[src/rtl/anabellek_hakem_pkg.sv]
// anabellek_hakem shared types and constants.
// Arbiter states, arbitration modes and the timeout error word.
package anabellek_hakem_pkg;

  typedef enum logic [1:0] {
    BOSTA = 2'd0,
    ISTEK = 2'd1,
    TAMAM = 2'd2
  } durum_t;

  localparam int MOD_SABIT = 0;
  localparam int MOD_DONEL = 1;

  localparam logic [31:0] HATA_VERI = 32'hDEADBEEF;

  // Width able to hold 0..n-1, never below one bit.
  function automatic int idx_w(input int n);
    return (n > 1) ? $clog2(n) : 1;
  endfunction

endpackage

[src/rtl/anabellek_hakem_oncelik_secici.sv]
// Combinational grant selector shared by fixed-priority and round-robin.
// Round-robin starts scanning just after the last completed requester.
module oncelik_secici
  import anabellek_hakem_pkg::*;
#(
  parameter int KANAL_S = 3,
  parameter int IDX_W   = 2
) (
  input  logic [KANAL_S-1:0] i_istek,
  input  logic [IDX_W-1:0]   i_son,
  input  logic               i_mod,
  output logic [KANAL_S-1:0] o_grant,
  output logic [IDX_W-1:0]   o_idx
);

  logic             w_bul;
  logic             w_donel;
  int               w_j;
  logic [IDX_W-1:0] w_i;

  assign w_donel = (i_mod == 1'(MOD_DONEL));

  always_comb begin
    o_grant = '0;
    o_idx   = '0;
    w_bul   = 1'b0;
    w_j     = 0;
    w_i     = '0;
    for (int k = 0; k < KANAL_S; k++) begin
      w_j = w_donel ? (int'(i_son) + 1 + k) : k;
      if (w_j >= KANAL_S) begin
        w_j = w_j - KANAL_S;
      end
      w_i = IDX_W'(w_j);
      if (!w_bul && i_istek[w_i]) begin
        w_bul      = 1'b1;
        o_grant[w_i] = 1'b1;
        o_idx      = w_i;
      end
    end
  end

endmodule

[src/rtl/anabellek_hakem.sv]
// N-to-1 iomem arbiter with fixed/round-robin grant and optional timeout.
// All outputs are registered; one transaction in flight at a time.
module anabellek_hakem
  import anabellek_hakem_pkg::*;
#(
  parameter int KANAL_S     = 3,
  parameter int ADR_W       = 32,
  parameter int VERI_W      = 32,
  parameter int MOD         = 0,
  parameter int ZAMAN_ASIMI = 0
) (
  input  logic                        clk_i,
  input  logic                        rst_i,
  input  logic [KANAL_S-1:0]          ist_valid_i,
  input  logic [KANAL_S*VERI_W/8-1:0] ist_wstrb_i,
  input  logic [KANAL_S*ADR_W-1:0]    ist_addr_i,
  input  logic [KANAL_S*VERI_W-1:0]   ist_wdata_i,
  output logic [KANAL_S-1:0]          ist_ready_o,
  output logic [VERI_W-1:0]           ist_rdata_o,
  output logic [KANAL_S-1:0]          ist_hata_o,
  output logic                        iomem_valid_o,
  input  logic                        iomem_ready_i,
  output logic [VERI_W/8-1:0]         iomem_wstrb_o,
  output logic [ADR_W-1:0]            iomem_addr_o,
  output logic [VERI_W-1:0]           iomem_wdata_o,
  input  logic [VERI_W-1:0]           iomem_rdata_i
);

  localparam int IDX_W = idx_w(KANAL_S);
  localparam int SB_W  = VERI_W / 8;
  localparam int SAY_W = idx_w(ZAMAN_ASIMI);

  localparam logic [VERI_W-1:0] HATA_W  = VERI_W'(HATA_VERI);
  localparam logic [SAY_W-1:0]  SAY_SON = SAY_W'(ZAMAN_ASIMI - 1);
  localparam logic [IDX_W-1:0]  SON_RST = IDX_W'(KANAL_S - 1);

  durum_t             r_durum, w_durum;
  logic [SAY_W-1:0]   r_say,   w_say;
  logic [IDX_W-1:0]   r_son,   w_son;
  logic [IDX_W-1:0]   r_g,     w_g;
  logic [KANAL_S-1:0] r_grant, w_grant;
  logic [KANAL_S-1:0] r_rdy,   w_rdy;
  logic [KANAL_S-1:0] r_hata,  w_hata;
  logic               r_mv,    w_mv;
  logic [SB_W-1:0]    r_ws,    w_ws;
  logic [ADR_W-1:0]   r_ad,    w_ad;
  logic [VERI_W-1:0]  r_wd,    w_wd;
  logic [VERI_W-1:0]  r_rd,    w_rd;

  logic [KANAL_S-1:0] w_sec_grant;
  logic [IDX_W-1:0]   w_sec_idx;
  logic               w_zaman;

  oncelik_secici #(
    .KANAL_S (KANAL_S),
    .IDX_W   (IDX_W)
  ) u_secici (
    .i_istek (ist_valid_i),
    .i_son   (r_son),
    .i_mod   (MOD == MOD_DONEL),
    .o_grant (w_sec_grant),
    .o_idx   (w_sec_idx)
  );

  assign w_zaman = (ZAMAN_ASIMI != 0) && (r_say == SAY_SON);

  always_ff @(posedge clk_i) begin
    if (rst_i) begin
      r_durum <= BOSTA;
      r_say   <= '0;
      r_son   <= SON_RST;
      r_g     <= '0;
      r_grant <= '0;
      r_rdy   <= '0;
      r_hata  <= '0;
      r_mv    <= 1'b0;
      r_ws    <= '0;
      r_ad    <= '0;
      r_wd    <= '0;
      r_rd    <= '0;
    end else begin
      r_durum <= w_durum;
      r_say   <= w_say;
      r_son   <= w_son;
      r_g     <= w_g;
      r_grant <= w_grant;
      r_rdy   <= w_rdy;
      r_hata  <= w_hata;
      r_mv    <= w_mv;
      r_ws    <= w_ws;
      r_ad    <= w_ad;
      r_wd    <= w_wd;
      r_rd    <= w_rd;
    end
  end

  always_comb begin
    w_durum = r_durum;
    w_say   = r_say;
    w_son   = r_son;
    w_g     = r_g;
    w_grant = r_grant;
    w_mv    = r_mv;
    w_ws    = r_ws;
    w_ad    = r_ad;
    w_wd    = r_wd;
    w_rd    = r_rd;
    w_rdy   = '0;
    w_hata  = '0;
    unique case (r_durum)
      BOSTA: begin
        if (|ist_valid_i) begin
          w_g     = w_sec_idx;
          w_grant = w_sec_grant;
          w_ad    = ist_addr_i[w_sec_idx*ADR_W +: ADR_W];
          w_ws    = ist_wstrb_i[w_sec_idx*SB_W +: SB_W];
          w_wd    = ist_wdata_i[w_sec_idx*VERI_W +: VERI_W];
          w_mv    = 1'b1;
          w_durum = ISTEK;
        end
      end
      ISTEK: begin
        w_say = r_say + 1'b1;
        // Downstream completion beats a timeout landing on the same cycle.
        if (iomem_ready_i) begin
          w_mv    = 1'b0;
          w_rd    = iomem_rdata_i;
          w_rdy   = r_grant;
          w_son   = r_g;
          w_durum = TAMAM;
        end else if (w_zaman) begin
          w_mv    = 1'b0;
          w_rd    = HATA_W;
          w_rdy   = r_grant;
          w_hata  = r_grant;
          w_son   = r_g;
          w_durum = TAMAM;
        end
      end
      TAMAM: begin
        w_say   = '0;
        w_durum = BOSTA;
      end
      default: begin
        w_durum = BOSTA;
      end
    endcase
  end

  assign ist_ready_o   = r_rdy;
  assign ist_hata_o    = r_hata;
  assign ist_rdata_o   = r_rd;
  assign iomem_valid_o = r_mv;
  assign iomem_wstrb_o = r_ws;
  assign iomem_addr_o  = r_ad;
  assign iomem_wdata_o = r_wd;

endmodule

[config.mk]
export PLATFORM = sky130hd
export DESIGN_NAME = anabellek_hakem
export DESIGN_NICKNAME = d
export VERILOG_FILES = /design/src/rtl/anabellek_hakem_pkg.sv /design/src/rtl/anabellek_hakem_oncelik_secici.sv /design/src/rtl/anabellek_hakem.sv
export SDC_FILE = /design/constraint.sdc
export NUM_CORES = 1
export LEC_CHECK = 0
export CAP_MARGIN = 20
export CORE_AREA = 2 2 136 138
export CTS_BUF_LIST = sky130_fd_sc_hd__clkbuf_4 sky130_fd_sc_hd__clkbuf_8
export DETAILED_ROUTE_END_ITERATION = 6
export DIE_AREA = 0 0 138 140
export GPL_ROUTABILITY_DRIVEN = 0
export PLACE_DENSITY = 0.7
export SLEW_MARGIN = 20
export SYNTH_ARGS = -nofsm -noshare
export SYNTH_HDL_FRONTEND = slang
export SYNTH_SLANG_ARGS = --single-unit
export TNS_END_PERCENT = 20
[constraint.sdc]
create_clock -name clk_i -period 2.08 [get_ports clk_i]
set_clock_uncertainty 0.15 [all_clocks]
set_input_delay 0.312 -clock clk_i [delete_from_list [all_inputs] [get_ports clk_i]]
set_output_delay 0.312 -clock clk_i [all_outputs]
set_load 0.05 [all_outputs]
==> flow_summary.ini, run 1 <==
[flow_run]
drv_cap = 0

[clock_network]
cts_tree = yes
clock_latency_ns = 0.39
ctsHoldBuffers = 0
root_buffer = clkbuf_8
post-cts-setup-buffers = 0
path_clk_slew_ns = 0.12
cts_buffers = 9
cts.sinks = 109
htreeDepth = 3
clockBufferDepth = 2

[cells_and_area]
layout_common_cells = clkdlybuf4s50_1 (282), nand2_1 (202), dfxtp_1 (109), a21oi_1 (106), nand3b_1 (69)
post-route-util_pct = 53.7
drive_above_1_share_pct = 4.78
layout_commonest_cell = clkdlybuf4s50_1
nets = 1262
antenna_cells = 0
syn_to_final_growth_pct = 70.3

[grt]
grt_pass1_vias = 6065
gr-total-overflow = 0
grt_pass1_wl_mm = 33.7
antenna_found_initial = 0
grt_max_degree = 76
grt_usage_pct = 21.5

[yosys]
synth_adder_area_share_pct = 0
yosysWarningCount = 0
synth_compound_area_share_pct = 29.6
synth_area_leaders = dfxtp_1 (39%), nand2_1 (14%), a311oi_1 (11%)
synthSimpleGateAreaFrac_pct = 24.8
syn_area_per_cell_um2 = 7.73
synth_mux_area_share_pct = 0
yosys_register_bits = 109
seq_area_frac_synth_pct = 38.9
synth_top_family_by_area = compound AO/OA/AOI/OAI gates
synth_top_area_share_pct = 38.9
syn-instance-count = 726
synth_area_mm2 = 0.00561
synth_top_area_cell = dfxtp_1
synthXorXnorAreaFrac_pct = 0
netlist-cell-type-count = 27

[status]
status = finished, final reports clean

[sta]
maxSlewHeadroom_pct = 62.8
setup_tns_ns = 0
hold_viol = 0
rsz0062_at_grt = no
timing.fmax_mhz = 493
slew_violations = 0
fin_crit_ns = 2.03
fin_crit_sh_pct = 97.5
tightest_slew_ns = 0.558
finalSetupViolCount = 0

[setup_path]
slowest_delay_ns = 0.81
crit_path_end_kind = output port
cp.required_ns = 1.62
cp-start-kind = register
r2r_cells = 4
cp_cell_sequence = clkdlybuf4s50_1
crit_buf_inv = 1
critPathTopFamily = buffers and inverters
cp_max_fo = 2
crit_arrival_ns = 1.57
cpMaxStageDelayCell = clkdlybuf4s50_1
path_class = register to output port
path_depth = 1

[floorplan]
rows = 49
die_y_um = 140
core_area_mm2 = 0.0178
dieArea_mm2 = 0.0193
ios = 349
initial_core_util_pct = 31.6
fp.dieW_um = 138

[power_and_ir_drop]
powerDensity_mw_per_mm2 = 640
power_leakage_nw = 4.26
ir_drop_mv = 0.330
finalPower_mw = 6.11

[routing]
num_vias = 6450
wirelength_mm = 21.7
routedWlPerCell_um = 17.3
ant_nets = 0
drc = 0
vias_per_cell = 5.14
firstDrtPassIters = 4
drtIter0Drc = 243

[placed_design]
portBuffers = 345
dp_hpwl_mm = 15.2

[min_path]
hold_depth = 2
hold_path.class = input port to register
[logic make-up after synthesis]
kind of cell,count (synthesis)
other,1
and+or+nand+nor,289
DFF,109
AOI/OAI and AO/OA,245
buffers and inverters,82
[cell usage after synthesis, drive strengths merged]
master / count
or2: 1
dfxtp: 109
nand2b: 1
o21ai: 1
nor2: 5
a311oi: 68
conb: 1
a21oi: 106
and3b: 2
o21bai: 2
or3b: 1
nand2: 202
nor3b: 1
nand3b: 69
clkbuf: 49
nor3: 2
a21o: 68
buf: 33
or3: 1
and2: 3
nor2b: 1
[cell type report]
| type | instances | area, um2 |
|---|---|---|
| fillers | 1718 | 8220 |
| repair buffers | 363 | 3800 |
| multi-input cells | 537 | 3080 |
| flip-flops and latches | 109 | 2180 |
| well taps | 229 | 287 |
| clock buffers | 9 | 124 |
| clock inverters | 7 | 76.3 |
[registers in the layout (all words and copies together), names as in the netlist]
signal         cells
iomem_wdata_o     32
r_grant            3
iomem_wstrb_o      4
iomem_valid_o      1
r_durum            2
ist_rdata_o       32
ist_ready_o        3
iomem_addr_o      32
[final timing paths]
check	startpoint	slack, ns	to
hold / removal	rst_i	0.23	ist_rdata_o[7]$_SDFFE_PP0P_
setup reg to reg	r_durum[0]$_SDFFE_PP0P_	0.47	iomem_wdata_o[4]$_SDFFE_PP0P_
setup / recovery	iomem_addr_o[2]$_SDFFE_PP0P_	0.05	iomem_addr_o[2]
hold reg to reg	ist_rdata_o[25]$_SDFFE_PP0P_	0.31	ist_rdata_o[25]$_SDFFE_PP0P_
[power by group]
group / internal (mW) / switching (mW)
Sequential: 2.29 / 0.105
Clock: 0.480 / 0.856
Combinational: 1.02 / 1.37
Total: 3.78 / 2.33
[metal layers]
| metal | share of wire [%] | GRT usage, % | up-vias | routed length [um] |
|---|---|---|---|---|
| li1 | - | - | 3154 | - |
| met4 | 2.3 | 6.66 | 0 | 490 |
| met2 | 48 | 36.3 | 251 | 10400 |
| met5 | 0 | 0 | - | 0 |
| met1 | 43 | 26.9 | 3018 | 9370 |
| met3 | 6.7 | 5.88 | 27 | 1460 |
[repair_timing]
item / in CTS / in global routing
setup endpoints to repair: 6 / 49
pin swaps: 0 / 0
resized for setup: 6 / 49
[through the flow]
stage | instances | setup slack [ns] | hold WS [ns] | cell area (um2)
after CTS | 1254 | 0.000343 | 0.203 | 9430
after detailed placement | 1238 | 0.171 | 0.296 | 9240
after floorplan | 728 | 0.529 | 0.273 | 5620
final | 1254 | 0.0527 | 0.232 | 9560
after global routing | 1254 | 0.000325 | 0.223 | 9560
after global placement | 1238 | 0.251 | 0.292 | 9240
Power figures use the tool's default switching activity.
==> run 2: changes to the inputs <==
==> constraint.sdc (replaced) <==
create_clock -name clk_i -period 2.08 [get_ports clk_i]
set_clock_uncertainty 0.15 [all_clocks]
set_input_delay 0.52 -clock clk_i [delete_from_list [all_inputs] [get_ports clk_i]]
set_output_delay 0.52 -clock clk_i [all_outputs]
set_load 0.1 [all_outputs]
==> run 2 against run 1 <==
Sequential power is 5% higher; first-iteration DRC count is 18% higher; non-clock buffer count is 4 higher; cell area is 10% higher; final cell count is 0.32% higher; setup slack better by 0.33 ns; routed wire length is 0.49% higher; clock-buffer cell count is 1 higher; largest cell class unchanged; total power is 22% higher; via count is 0.50% lower; utilization is 5.6 points higher.
==> flow_summary.ini, run 2 (synthesis results as in run 1) <==
[power_and_ir_drop]
ir_drop_mv = 0.362
power_leakage_nw = 4.05
powerDensity_mw_per_mm2 = 705
finalPower_mw = 7.44

[clock_network]
root_buffer = clkbuf_8
path_clk_slew_ns = 0.11
cts_tree = yes
clockBufferDepth = 2
cts_buffers = 9
post-cts-setup-buffers = 0
htreeDepth = 3
clock_latency_ns = 0.37
ctsHoldBuffers = 0
cts.sinks = 109
ctsResizeCount = 0

[setup_path]
r2r_cells = 4
path_class = register to output port
critPathTopFamily = flip-flops
crit_path_end = iomem_wdata_o[3]
cp.required_ns = 1.41
cp-start-kind = register
startpoint = iomem_wdata_o[3]$_SDFFE_PP0P_
cpMaxStageDelayCell = dfxtp_1
crit_buf_inv = 1
crit_path_end_kind = output port
slowest_delay_ns = 0.44
cp_max_fo = 2
cp_cell_sequence = buf_12
crit_arrival_ns = 1.02
r2r-end = iomem_wdata_o[31]$_SDFFE_PP0P_
rrSetupSlack_ns = 0.48
path_depth = 1
timing.rr.start = r_durum[1]$_SDFFE_PP0P_

[routing]
drtIter0Drc = 287
drc = 0
ant_nets = 0
num_vias = 6418
firstDrtPassIters = 5
routedWlPerCell_um = 17.4
wirelength_mm = 21.9
vias_per_cell = 5.10

[floorplan]
fp.dieW_um = 138
initial_core_util_pct = 31.6
core_area_mm2 = 0.0178
die_y_um = 140
ios = 349
rows = 49
dieArea_mm2 = 0.0193

[cells_and_area]
layout_common_cells = clkdlybuf4s50_1 (237), nand2_1 (202), buf_12 (116), dfxtp_1 (109), a21oi_1 (106)
antenna_cells = 0
drive_above_1_share_pct = 14.9
nFillCells = 1516
syn_to_final_growth_pct = 88.0
layout_commonest_cell = clkdlybuf4s50_1
nets = 1266
multi_input_area_mm2 = 0.00308
regArea_mm2 = 0.00218

[sta]
finalSetupViolCount = 0
fin_crit_ns = 1.69
hold_viol = 0
holdWs_ns = 0.321
slew_violations = 0
fin_crit_sh_pct = 81.5
timing.fmax_mhz = 590
setup_tns_ns = 0
rsz0062_at_grt = no

[grt]
grt_pass1_vias = 6173
gr-total-overflow = 0
grt_usage_pct = 21.5
grt_pass1_wl_mm = 33.4
grt_max_degree = 72
antenna_found_initial = 0

[flow_run]
drv_cap = 0

[placed_design]
portBuffers = 345
dp_hpwl_mm = 16.2

[status]
status = finished, final reports clean

[min_path]
hold_path.class = register to register
hp-start = r_grant[0]$_SDFFE_PP0P_
## run 2: cell types whose count changed in the layout (fill, tap and decap cells not counted)
cell             delta
buf_4               -2
buf_12            +106
clkdlybuf4s50_1    -45
bufinv_16           +1
clkinv_4            -2
inv_6               +2
clkinv_2            +2
clkinv_8            -1
inv_8               -3
dlygate4sd2_1       -6
clkbuf_8            +1
dlymetal6s2s_1     -49
## run 2: layout make-up
| type | instances | area share, % |
|---|---|---|
| Multi-Input combinational cell | 537 | 29.2 |
| Sequential cell | 109 | 20.7 |
| Clock inverter | 6 | 0.629 |
| Clock buffer | 10 | 1.30 |
| Tap cell | 229 | 2.72 |
| Timing Repair Buffer | 367 | 45.4 |
## run 2: stage by stage
| stage | cell area (um2) | cells | util, % | setup slack (ns) |
|---|---|---|---|---|
| 6_report | 10600 | 1258 | 59.3 | 0.385 |
| 5_1_grt | 10600 | 1258 | 59.3 | 0.355 |
| 4_1_cts | 10600 | 1258 | 59.3 | 0.370 |
| 3_5_place_dp | 10300 | 1242 | 58.2 | 0.0539 |
| 3_3_place_gp | 10300 | 1242 | 58.2 | 0.112 |
| 2_1_floorplan | 5620 | 728 | - | 0.316 |
## run 2: report_power, final
group / internal, mW / switching, mW / total [mW]
Clock: 0.600 / 0.780 / 1.38
Combinational: 1.45 / 2.11 / 3.56
Sequential: 2.29 / 0.215 / 2.51
## run 2: metal layers
layer	global-route usage, %	wire [um]	vias to the layer above
met3	5.16	1430	33
met4	7.36	515	0
met2	37.6	10800	262
met1	25.8	9130	2965
met5	0	0	-
li1	-	-	3158
## run 2: how the worst min path moves through the flow
stage                                endpoint  cells past startpoint  slack (ns)
floorplan           ist_ready_o[0]$_SDFF_PP0_                      1        0.27
global placement    ist_ready_o[0]$_SDFF_PP0_                      1        0.29
detailed placement  ist_ready_o[0]$_SDFF_PP0_                      1        0.30
CTS                 ist_ready_o[0]$_SDFF_PP0_                      1        0.32
global route          r_grant[1]$_SDFFE_PP0P_                      2        0.35
finish              ist_ready_o[0]$_SDFF_PP0_                      1        0.32
